## src/rtl/multi_shift_unit_if.sv

```systemverilog
// Request/response bundle between the ALU and the multi-cycle shifter.
// The master side issues a start request and receives the result; the slave side is the shifter.
interface multi_shift_unit_if #(
    parameter int WIDTH = 16
);
    logic [WIDTH-1:0] A;
    logic [WIDTH-1:0] B;
    logic [2:0]       alu_fun;
    logic             shift_EN;
    logic             busy;
    logic [WIDTH-1:0] shift_out;
    logic             shift_carry;
    logic             shift_flag;
    logic             shift_err;

    modport master (
        output A, B, alu_fun, shift_EN,
        input  busy, shift_out, shift_carry, shift_flag, shift_err
    );

    modport slave (
        input  A, B, alu_fun, shift_EN,
        output busy, shift_out, shift_carry, shift_flag, shift_err
    );
endinterface

```

## src/rtl/multi_shift_unit.sv

```systemverilog
// Multi-cycle SRL/SLL/SRA/ROR/ROL shifter, STEP bits per clock; flag after ceil(amt/STEP)+1 edges.
// Start is sampled only while idle; requests during busy are dropped, and no output backpressure exists.
module multi_shift_unit #(
    parameter int WIDTH = 16,
    parameter int STEP  = 1,
    parameter int AMT_W = $clog2(WIDTH)
) (
    input  logic               clk,
    input  logic               rest,
    multi_shift_unit_if.slave  sh
);
    localparam logic [0:0] ST_IDLE  = 1'b0;
    localparam logic [0:0] ST_SHIFT = 1'b1;

    localparam logic [2:0] MODE_SRL = 3'b000;
    localparam logic [2:0] MODE_SLL = 3'b001;
    localparam logic [2:0] MODE_SRA = 3'b010;
    localparam logic [2:0] MODE_ROR = 3'b011;
    localparam logic [2:0] MODE_ROL = 3'b100;

    localparam logic [AMT_W-1:0] STEP_AMT = AMT_W'(STEP);

    logic [0:0]       state_q,     state_d;
    logic [WIDTH-1:0] work_q,      work_d;
    logic [AMT_W-1:0] cnt_q,       cnt_d;
    logic [2:0]       mode_q,      mode_d;
    logic             carry_q,     carry_d;
    logic [WIDTH-1:0] out_q,       out_d;
    logic             out_carry_q, out_carry_d;
    logic             flag_q,      flag_d;
    logic             err_q,       err_d;

    logic [AMT_W-1:0] k;
    logic [WIDTH-1:0] step_work;
    logic             step_carry;

    // Only the low AMT_W bits of B carry the shift amount.
    logic unused_b_hi;
    assign unused_b_hi = ^sh.B[WIDTH-1:AMT_W];

    // A k-bit step is built from k single-bit moves; the carry ends up as the last bit moved out.
    always_comb begin
        k          = (cnt_q > STEP_AMT) ? STEP_AMT : cnt_q;
        step_work  = work_q;
        step_carry = carry_q;
        for (int i = 0; i < STEP; i++) begin
            if (AMT_W'(i) < k) begin
                case (mode_q)
                    MODE_SRL: begin
                        step_carry = step_work[0];
                        step_work  = {1'b0, step_work[WIDTH-1:1]};
                    end
                    MODE_SLL: begin
                        step_carry = step_work[WIDTH-1];
                        step_work  = {step_work[WIDTH-2:0], 1'b0};
                    end
                    MODE_SRA: begin
                        step_carry = step_work[0];
                        step_work  = {step_work[WIDTH-1], step_work[WIDTH-1:1]};
                    end
                    MODE_ROR: begin
                        step_carry = step_work[0];
                        step_work  = {step_work[0], step_work[WIDTH-1:1]};
                    end
                    MODE_ROL: begin
                        step_carry = step_work[WIDTH-1];
                        step_work  = {step_work[WIDTH-2:0], step_work[WIDTH-1]};
                    end
                    default: begin
                        step_carry = step_carry;
                        step_work  = step_work;
                    end
                endcase
            end
        end
    end

    always_comb begin
        state_d     = state_q;
        work_d      = work_q;
        cnt_d       = cnt_q;
        mode_d      = mode_q;
        carry_d     = carry_q;
        out_d       = out_q;
        out_carry_d = out_carry_q;
        flag_d      = 1'b0;
        err_d       = err_q;
        case (state_q)
            ST_IDLE: begin
                if (sh.shift_EN) begin
                    state_d = ST_SHIFT;
                    work_d  = sh.A;
                    cnt_d   = sh.B[AMT_W-1:0];
                    mode_d  = sh.alu_fun;
                    carry_d = 1'b0;
                end
            end
            ST_SHIFT: begin
                if (cnt_q != '0) begin
                    work_d  = step_work;
                    carry_d = step_carry;
                    cnt_d   = cnt_q - k;
                end else begin
                    out_d       = work_q;
                    out_carry_d = carry_q;
                    err_d       = (mode_q > MODE_ROL);
                    flag_d      = 1'b1;
                    state_d     = ST_IDLE;
                end
            end
            default: state_d = ST_IDLE;
        endcase
    end

    always_ff @(posedge clk) begin
        if (rest) begin
            state_q     <= ST_IDLE;
            work_q      <= '0;
            cnt_q       <= '0;
            mode_q      <= '0;
            carry_q     <= 1'b0;
            out_q       <= '0;
            out_carry_q <= 1'b0;
            flag_q      <= 1'b0;
            err_q       <= 1'b0;
        end else begin
            state_q     <= state_d;
            work_q      <= work_d;
            cnt_q       <= cnt_d;
            mode_q      <= mode_d;
            carry_q     <= carry_d;
            out_q       <= out_d;
            out_carry_q <= out_carry_d;
            flag_q      <= flag_d;
            err_q       <= err_d;
        end
    end

    assign sh.busy        = (state_q == ST_SHIFT);
    assign sh.shift_out   = out_q;
    assign sh.shift_carry = out_carry_q;
    assign sh.shift_flag  = flag_q;
    assign sh.shift_err   = err_q;
endmodule

```

## src/flat_wrapper.sv

```systemverilog
// flat-port wrapper written by rule: the top's interface ports become plain ports
module multi_shift_unit_flat 
#(
    parameter int WIDTH = 16,
    parameter int STEP  = 1,
    parameter int AMT_W = $clog2(WIDTH)
)
  (clk, rest, sh_A, sh_B, sh_alu_fun, sh_shift_EN, sh_busy, sh_shift_out, sh_shift_carry, sh_shift_flag, sh_shift_err);
  multi_shift_unit_if #(.WIDTH(WIDTH)) sh_i ();
  input  logic clk;
  input  logic rest;
  input wire logic [$bits(sh_i.A)-1:0] sh_A;
  input wire logic [$bits(sh_i.B)-1:0] sh_B;
  input wire logic [$bits(sh_i.alu_fun)-1:0] sh_alu_fun;
  input wire logic [$bits(sh_i.shift_EN)-1:0] sh_shift_EN;
  output wire logic [$bits(sh_i.busy)-1:0] sh_busy;
  output wire logic [$bits(sh_i.shift_out)-1:0] sh_shift_out;
  output wire logic [$bits(sh_i.shift_carry)-1:0] sh_shift_carry;
  output wire logic [$bits(sh_i.shift_flag)-1:0] sh_shift_flag;
  output wire logic [$bits(sh_i.shift_err)-1:0] sh_shift_err;
  assign sh_i.A = sh_A;
  assign sh_i.B = sh_B;
  assign sh_i.alu_fun = sh_alu_fun;
  assign sh_i.shift_EN = sh_shift_EN;
  assign sh_busy = sh_i.busy;
  assign sh_shift_out = sh_i.shift_out;
  assign sh_shift_carry = sh_i.shift_carry;
  assign sh_shift_flag = sh_i.shift_flag;
  assign sh_shift_err = sh_i.shift_err;
  multi_shift_unit #(.WIDTH(WIDTH), .STEP(STEP), .AMT_W(AMT_W)) u_core (.clk(clk), .rest(rest), .sh(sh_i));
endmodule
```

## config.mk

```make
export PLATFORM = sky130hd
export DESIGN_NAME = multi_shift_unit_flat
export DESIGN_NICKNAME = d
export VERILOG_FILES = /design/src/rtl/multi_shift_unit_if.sv /design/src/rtl/multi_shift_unit.sv /design/src/flat_wrapper.sv
export SDC_FILE = /design/constraint.sdc
export NUM_CORES = 1
export LEC_CHECK = 0
export ABC_AREA = 1
export BUFFER_PORTS_ARGS = -buffer_cell sky130_fd_sc_hd__buf_2
export CELL_PAD_IN_SITES_DETAIL_PLACEMENT = 0
export CELL_PAD_IN_SITES_GLOBAL_PLACEMENT = 2
export CORE_MARGIN = 2
export CORE_UTILIZATION = 30
export CTS_CLUSTER_SIZE = 30
export DETAILED_ROUTE_END_ITERATION = 8
export PLACE_DENSITY = 0.86
export SLEW_MARGIN = 25
export SYNTH_ARGS = -nofsm -noshare
export SYNTH_HDL_FRONTEND = slang
export SYNTH_SLANG_ARGS = --single-unit
```

## constraint.sdc

```tcl
create_clock -name clk -period 3.37 [get_ports clk]
set_input_delay 0.674 -clock clk [delete_from_list [all_inputs] [get_ports clk]]
set_output_delay 0.674 -clock clk [all_outputs]
set_load 0.05 [all_outputs]
```

==> qor.yml, run 1 <==
run_status:
  status: "finished clean"
placement:
  dpl.hpwl_mm: 3.846
  gp_congestion: 0.7797
  place_area_mm2: 0.002590
  io_buffer_count: 45
clocking:
  clkTransAtPathRegs_ns: 0.08
  post_cts_buffers: 0
  clk_latency_ns: 0.30
  cts_tree: "built"
  numCtsBuffers: 5
  post_cts_resized: 0
  cts_hold_buffers: 0
  cts_htree_levels: 2
  cts_max_path_buffers: 2
  cts-root-buf: "clkbuf_8"
  cts.sinks: 44
floorplan:
  die_area_mm2: 0.008447
  fp.dieH_um: 91.91
  ioPinCount: 58
  start_util: 0.3048
  core_area_mm2: 0.007607
  rows: 32
  die_w_um: 91.91
setup_path:
  startpoint_type: "flop"
  crit_path_start: "u_core.sh.busy"
  slowest_delay_ns: 0.68
  path_cells: "buf_2"
  r2r_cells: 4
  cpMaxStageDelayCell: "dfxtp_1"
  required_ns: 2.70
  cp.arrival_ns: 1.35
  r2r_slack_ns: 1.37
  worstPathMaxFanout: 18
  r2r_start: "u_core.sh.busy"
  rr_endpoint: "u_core.work_q[0]"
  path_delay_family: "flip-flops"
  cp_num_buf_inv: 1
  worstSetupPathType: "reg2out"
  cp-end-kind: "output port"
detailed_routing:
  avgViaCountPerCell: 4.670
  drc: 0
  wl_per_cell_um: 12.37
  ant_nets: 0
  num_vias: 2120
  drt_iter0_markers: 118
  firstDrtPassIters: 4
  wirelength_mm: 5.617
synthesis:
  synth_top_family_by_area: "simple AND/OR/NAND/NOR gates"
  synth_cell_type_count: 28
  yosysSeqAreaShare: 0.3799
  ys_ff_latch: 44
  synthDominantAreaCellType: "dfxtp_1"
  syn_avg_cell_area_um2: 7.384
  synth_fa_ha_area_frac: 0.005397
  yosys-mux-area-fraction: 0
  yosys_warnings: 0
  syn-num-nets: 353
  synth_area_mm2: 0.002318
  synthTopCellsByArea: "dfxtp_1, nand2_1, a21oi_1"
  synth_compound_area_frac: 0.1684
  synth_xor_area_frac: 0
  synth_top_area_share: 0.3799
  netlist_instances: 314
  yosys.area_share.simple: 0.3513
worst_hold_path:
  min_from: "u_core.sh.shift_out[12]"
  holdPathStages: 2
  hold_class: "reg2reg"
  whs_endpoint: "u_core.sh.shift_out[12]"
timing:
  maxSlewViolCount: 0
  finClkSkew_ns: 0.006356
  fin_tns_setup_ns: 0
  fmax_ghz: 0.4946
  setup-violations-final: 0
  finalCritPeriodShare: 0.6000
  whs_ns: 0.4411
  hold_viol_final: 0
  tightest_slew_ns: 0.5581
  relSlewSlack: 0.6274
  rsz0062_at_grt: "false"
  min_period_ns: 2.022
finish:
  drive_gt1_frac: 0.3125
  multi_input_area_mm2: 0.001217
  final_cell_area_mm2: 0.002683
  area_growth_pct: 15.70
  fin_util: 0.3526
  fill_cells: 868
  fin_nets: 390
  diodes: 0
  seq_area_um2: 880.8
global_route:
  grt_pass1_vias: 1976
  grt_overflow: 0
  grt_antenna_before_repair: 0
  grt_usage: 0.1389
  grt_pass1_wl_mm: 9.397
  grt_max_degree: 39
pwr:
  ir_drop_mv: 0.1676
  p_leak_nw: 1.171
  power_density_mw_per_mm2: 542.3
  total_power_w: 0.001455
run:
  maxCapViolCount: 0
[routing by layer]
layer,GRT usage,up-vias,share of wire
met5,0,-,0
met4,0.04478,0,0.013
met3,0.02629,5,0.041
met2,0.2096,47,0.44
met1,0.1996,966,0.51
li1,-,1102,-
[power breakdown]
group	leakage (nW)	switching [W]	total, W	internal, W
clock	0.0510	0.000183	0.000346	0.000164
combinational	0.758	0.000307	0.000459	0.000152
sequential	0.363	0.0000632	0.000649	0.000586
[cells by family after synthesis]
| kind of cell | Yosys count |
|---|---|
| and+or+nand+nor | 153 |
| AOI/OAI and AO/OA | 68 |
| buffers and inverters | 48 |
| DFF | 44 |
| adders and majority gates | 1 |
[cell usage after synthesis]
cell / number
o21ai_2: 2
o31ai_1: 1
dfxtp_1: 44
nand3_1: 28
inv_2: 1
nand2_1: 56
nor2_2: 2
buf_12: 1
nor2_1: 12
nand2_4: 1
nand2_2: 11
nand3_2: 11
o21ai_0: 22
clkinv_1: 1
nand4_1: 1
clkbuf_1: 5
nand3b_1: 14
o21ai_1: 1
or2_1: 1
nor3_1: 1
o21bai_1: 1
inv_1: 27
buf_4: 3
a21oi_1: 31
ha_1: 1
or2_2: 15
buf_2: 10
a21oi_2: 10
[how the worst max path moves through the flow]
| stage | cells past startpoint | slack [ns] | end |
|---|---|---|---|
| after global placement | 4 | 1.34 | u_core.work_q[0] |
| final | 1 | 1.35 | sh_busy |
| after global routing | 4 | 1.06 | u_core.work_q[1] |
| after CTS | 1 | 1.27 | sh_busy |
| after floorplan | 6 | 1.76 | u_core.work_q[10] |
| after detailed placement | 4 | 1.30 | u_core.work_q[5] |
[area by class of cell]
| cell class | count | share of cell area |
|---|---|---|
| timing repair buffer | 49 | 0.09515 |
| clock inverter | 2 | 0.003731 |
| clock buffer | 6 | 0.03078 |
| multi-input combinational | 222 | 0.4538 |
| tap | 102 | 0.04757 |
| sequential | 44 | 0.3284 |
| inverter | 29 | 0.04058 |
[cell usage in the layout, fill, tap and decap left out]
master,synthesis,layout
o21ai_0,22,22
ha_1,1,1
clkinv_1,1,1
nand2_4,1,1
o31ai_1,1,1
o21bai_1,1,1
clkinv_2,0,2
a21oi_1,31,31
o21ai_1,1,1
a21oi_2,10,10
inv_2,1,1
nand3_1,28,28
nor3_1,1,1
o21ai_2,2,2
clkbuf_8,0,6
or2_1,1,1
nand2_2,11,11
buf_2,10,45
dfxtp_1,44,44
nor2_1,12,12
or2_2,15,15
inv_1,27,27
nand4_1,1,1
nor2_2,2,2
nand3_2,11,11
nand3b_1,14,14
buf_4,3,4
nand2_1,56,56
[through the flow]
stage	setup WS [ns]	cells
2_1_floorplan	1.764	314
3_3_place_gp	1.340	446
3_5_place_dp	1.302	446
4_1_cts	1.274	454
5_1_grt	1.064	454
6_report	1.348	454
[state kept, by name (all words and copies together), names as in the netlist]
signal / cells
u_core.cnt_q: 4
u_core.mode_q: 3
u_core.work_q: 16
u_core.sh.busy: 1
u_core.sh.shift_err: 1
u_core.sh.shift_flag: 1
u_core.sh.shift_out: 16
u_core.carry_q: 1
u_core.sh.shift_carry: 1
Note: power is estimated with default switching activity, not from simulation.
==> run 2: changes to the inputs <==
- CORE_UTILIZATION: 30 -> 26
- PLACE_DENSITY: 0.86 -> 0.79
- clock period: 3.37 -> 1.6 ns (I/O delays scaled with it)
==> qor.yml, run 2 (synthesis gave the netlist of run 1 again) <==
run_status:
  status: "finished clean"
finish:
  drive_gt1_frac: 0.3296
  final_cell_mix: "nand2_1, buf_2, dfxtp_1"
  diodes: 0
  fin_nets: 396
  final_common_cell: "nand2_1"
  area_growth_pct: 19.21
  fill_cells: 952
  final_cell_area_mm2: 0.002764
  fin_util: 0.3185
pwr:
  power_density_mw_per_mm2: 1121
  total_power_w: 0.003099
  ir_drop_mv: 0.4036
  p_leak_nw: 1.194
timing:
  min_period_ns: 1.522
  finClkSkew_ns: 0.01155
  hold_viol_final: 0
  rsz0062_at_grt: "false"
  finalCritPeriodShare: 0.9513
  tightest_slew_ns: 0.4389
  maxSlewViolCount: 0
  whs_ns: 0.2978
  fmax_ghz: 0.6570
  setup-violations-final: 0
  fin_tns_setup_ns: 0
  relSlewSlack: 0.7063
clocking:
  post_cts_buffers: 0
  clk_latency_ns: 0.30
  cts_max_path_buffers: 2
  numCtsBuffers: 5
  cts_hold_buffers: 0
  cts_tree: "built"
  cts_htree_levels: 2
  clkTransAtPathRegs_ns: 0.09
  cts.sinks: 44
  cts-root-buf: "clkbuf_8"
floorplan:
  ioPinCount: 58
  fp.dieH_um: 98.43
  start_util: 0.2672
  core_area_mm2: 0.008678
  die_w_um: 98.43
  rows: 34
  die_area_mm2: 0.009688
setup_path:
  worstPathMaxFanout: 33
  cp.arrival_ns: 1.20
  path_cells: "buf_12 -> clkbuf_4"
  cp_num_buf_inv: 2
  cpMaxStageDelayCell: "dfxtp_2"
  slowest_delay_ns: 0.42
  required_ns: 1.28
  cp-end-kind: "output port"
  path_delay_family: "buffers and inverters"
  startpoint_type: "flop"
  worstSetupPathType: "reg2out"
detailed_routing:
  drc: 0
  wl_per_cell_um: 12.34
  avgViaCountPerCell: 4.564
  wirelength_mm: 5.752
  drt_iter0_markers: 83
  firstDrtPassIters: 4
  ant_nets: 0
  num_vias: 2127
global_route:
  grt_usage: 0.1221
  grt_pass1_vias: 2038
  grt_antenna_before_repair: 0
  grt_pass1_wl_mm: 9.729
  grt_overflow: 0
  grt_max_degree: 38
worst_hold_path:
  hold_class: "in2reg"
placement:
  gp_congestion: 0.8139
  place_area_mm2: 0.002656
  io_buffer_count: 45
  dpl.hpwl_mm: 4.135
run:
  maxCapViolCount: 0
[run 2: changes by cell type in the layout (fill, tap and decap cells not counted), sizes merged]
cell / before / now
buf: 49 / 54
clkinv: 3 / 2
clkinvlp: 0 / 2
[run 2: final cells by class]
cell class | count | area [um^2] | area share
inverter | 29 | 108.9 | 0.03938
tap | 108 | 135.1 | 0.04889
clock buffer | 5 | 68.82 | 0.02490
clock inverter | 3 | 23.77 | 0.008601
multi-input combinational | 222 | 1230 | 0.4450
sequential | 44 | 882.1 | 0.3191
timing repair buffer | 55 | 315.3 | 0.1141
[run 2: where the power goes]
part	switching [W]	internal, W	leakage [nW]	total (W)
logic	0.000661	0.000350	0.790	0.00101
clock network	0.000416	0.000310	0.0404	0.000726
registers	0.000128	0.00123	0.363	0.00136
[run 2: worst register-to-register path, delay by kind of cell (launching register included)]
| family | cells | cell delay, ns |
|---|---|---|
| buffers and inverters | 2 | 0.47 |
| flip-flops | 1 | 0.42 |
| AO/OA/AOI/OAI | 2 | 0.31 |
| AND/OR/NAND/NOR | 1 | 0.13 |
[run 2: per-layer routing]
layer / routed length [um] / part of all wire / up-vias / track usage
li1: - / - / 1113 / -
met1: 2920 / 0.51 / 969 / 0.1694
met2: 2513 / 0.44 / 37 / 0.1879
met3: 223 / 0.039 / 8 / 0.02340
met4: 94 / 0.016 / 0 / 0.04742
met5: 0 / 0 / - / 0
[run 2: final timing paths]
check                          startpoint                       to  slack, ns  depth (start not counted)
hold reg to reg   u_core.sh.shift_out[15]  u_core.sh.shift_out[15]       0.44                          2
setup / recovery           u_core.sh.busy                  sh_busy       0.08                          2
hold / removal              sh_alu_fun[2]         u_core.mode_q[2]       0.30                          3
setup reg to reg           u_core.sh.busy   u_core.sh.shift_out[4]       0.16                          5
[run 2: what timing repair did]
| item | in CTS | in global routing |
|---|---|---|
| hold endpoints to repair | 0 | 0 |
| setup endpoints to repair | 0 | 5 |
| gates resized for setup | 0 | 4 |
[run 2: through the flow]
stage	setup WS [ns]	instances
6_report	0.07794	466
5_1_grt	0.01255	466
4_1_cts	0.02685	466
3_5_place_dp	0.1520	458
3_3_place_gp	0.1839	458
2_1_floorplan	0.1945	314
==> run 3: changes to the inputs <==
- PLACE_DENSITY: 0.79 -> default
- PLACE_DENSITY_LB_ADDON: default -> 0.1
==> qor.yml, run 3 (synthesis gave the netlist of run 1 again) <==
finish:
  final_cell_mix: "nand2_1, buf_2, dfxtp_1"
  final_common_cell: "nand2_1"
  fin_nets: 401
  diodes: 0
  area_growth_pct: 20.83
  drive_gt1_frac: 0.3333
  fin_util: 0.3228
  fill_cells: 984
placement:
  gp_congestion: 0.7445
  io_buffer_count: 45
  dpl.hpwl_mm: 4.481
setup_path:
  cp.arrival_ns: 1.63
  worstPathMaxFanout: 4
  startpoint_type: "flop"
  r2r_slack_ns: 0.16
  required_ns: 1.79
  worstSetupPathType: "reg2reg"
  cp-end-kind: "flop"
pwr:
  power_density_mw_per_mm2: 1169
  p_leak_nw: 1.230
  total_power_w: 0.003274
  ir_drop_mv: 0.3813
detailed_routing:
  wirelength_mm: 6.289
  ant_nets: 0
  drt_iter0_markers: 92
  avgViaCountPerCell: 4.448
  wl_per_cell_um: 13.35
  firstDrtPassIters: 4
  num_vias: 2095
  drc: 0
floorplan:
  die_w_um: 98.43
  rows: 34
  ioPinCount: 58
  core_area_mm2: 0.008678
  start_util: 0.2672
  fp.dieH_um: 98.43
  die_area_mm2: 0.009688
clocking:
  cts_tree: "built"
  cts_hold_buffers: 0
  clk_latency_ns: 0.30
  cts_max_path_buffers: 2
  post_cts_resized: 0
  post_cts_buffers: 0
  cts_htree_levels: 2
  clkTransAtPathRegs_ns: 0.09
  cts-root-buf: "clkbuf_8"
  cts.sinks: 44
  numCtsBuffers: 5
run:
  maxCapViolCount: 0
timing:
  finalCritPeriodShare: 0.9015
  hold_viol_final: 0
  min_period_ns: 1.442
  setup-violations-final: 0
  maxSlewViolCount: 0
  whs_ns: 0.2870
  tightest_slew_ns: 0.2732
  fin_tns_setup_ns: 0
  finClkSkew_ns: 0.006556
  rsz0062_at_grt: "false"
  relSlewSlack: 0.8179
  fmax_ghz: 0.6933
global_route:
  use_met2: 0.2093
  grt_pass1_vias: 2124
  busiest_layer: "met2"
  grt_overflow: 0
  grt_usage: 0.1345
  use_met1: 0.1913
  use_met3: 0.02695
  grt_antenna_before_repair: 0
  grt_pass1_wl_mm: 10.56
  grt_max_degree: 30
run_status:
  status: "finished clean"
worst_hold_path:
  hold_class: "in2reg"
-- run 3: power breakdown --
group | total, W | leakage [nW] | internal, W | switching (W)
combinational | 0.00103 | 0.812 | 0.000364 | 0.000670
sequential | 0.00137 | 0.363 | 0.00123 | 0.000133
clock | 0.000872 | 0.0552 | 0.000465 | 0.000408
-- run 3: worst paths after layout --
path,start,endpoint,cells past startpoint
max reg2reg,u_core.cnt_q[1],u_core.cnt_q[1],8
max,u_core.cnt_q[1],u_core.cnt_q[1],8
min,sh_B[3],u_core.cnt_q[3],3
min reg2reg,u_core.sh.shift_out[7],u_core.sh.shift_out[7],2
-- run 3: stage by stage --
stage | cells | setup WS [ns] | instance area, um^2
global route | 471 | 0.01185 | 2801
finish | 471 | 0.1576 | 2801
detailed placement | 463 | 0.1624 | 2694
global placement | 463 | 0.1848 | 2694
floorplan | 314 | 0.1945 | 2320
CTS | 471 | 0.1431 | 2801
-- run 3: layout make-up --
type	instances	area (um^2)	share of cell area
clock buffers	6	72.57	0.02590
clock inverters	2	35.03	0.01251
inverters	29	108.9	0.03886
multi-input cells	222	1217	0.4346
flip-flops and latches	44	882.1	0.3149
well taps	108	135.1	0.04824
repair buffers	60	350.3	0.1251
-- run 3: worst max-delay path: stages (launching register included) --
cell and delay [ns]:
dfxtp_1 0.39, inv_1 0.11, a21oi_1 0.20, inv_1 0.06, ha_1 0.26, nand2_1 0.06, nand2_1 0.05, o21ai_0 0.15
a21oi_1 0.05
-- run 3: layer usage --
metal / share of wire / wire length, um / up-vias
met3: 0.045 / 283 / 2
met2: 0.42 / 2650 / 42
li1: - / - / 1127
met1: 0.53 / 3318 / 924
met4: 0.0057 / 36 / 0
met5: 0 / 0 / -
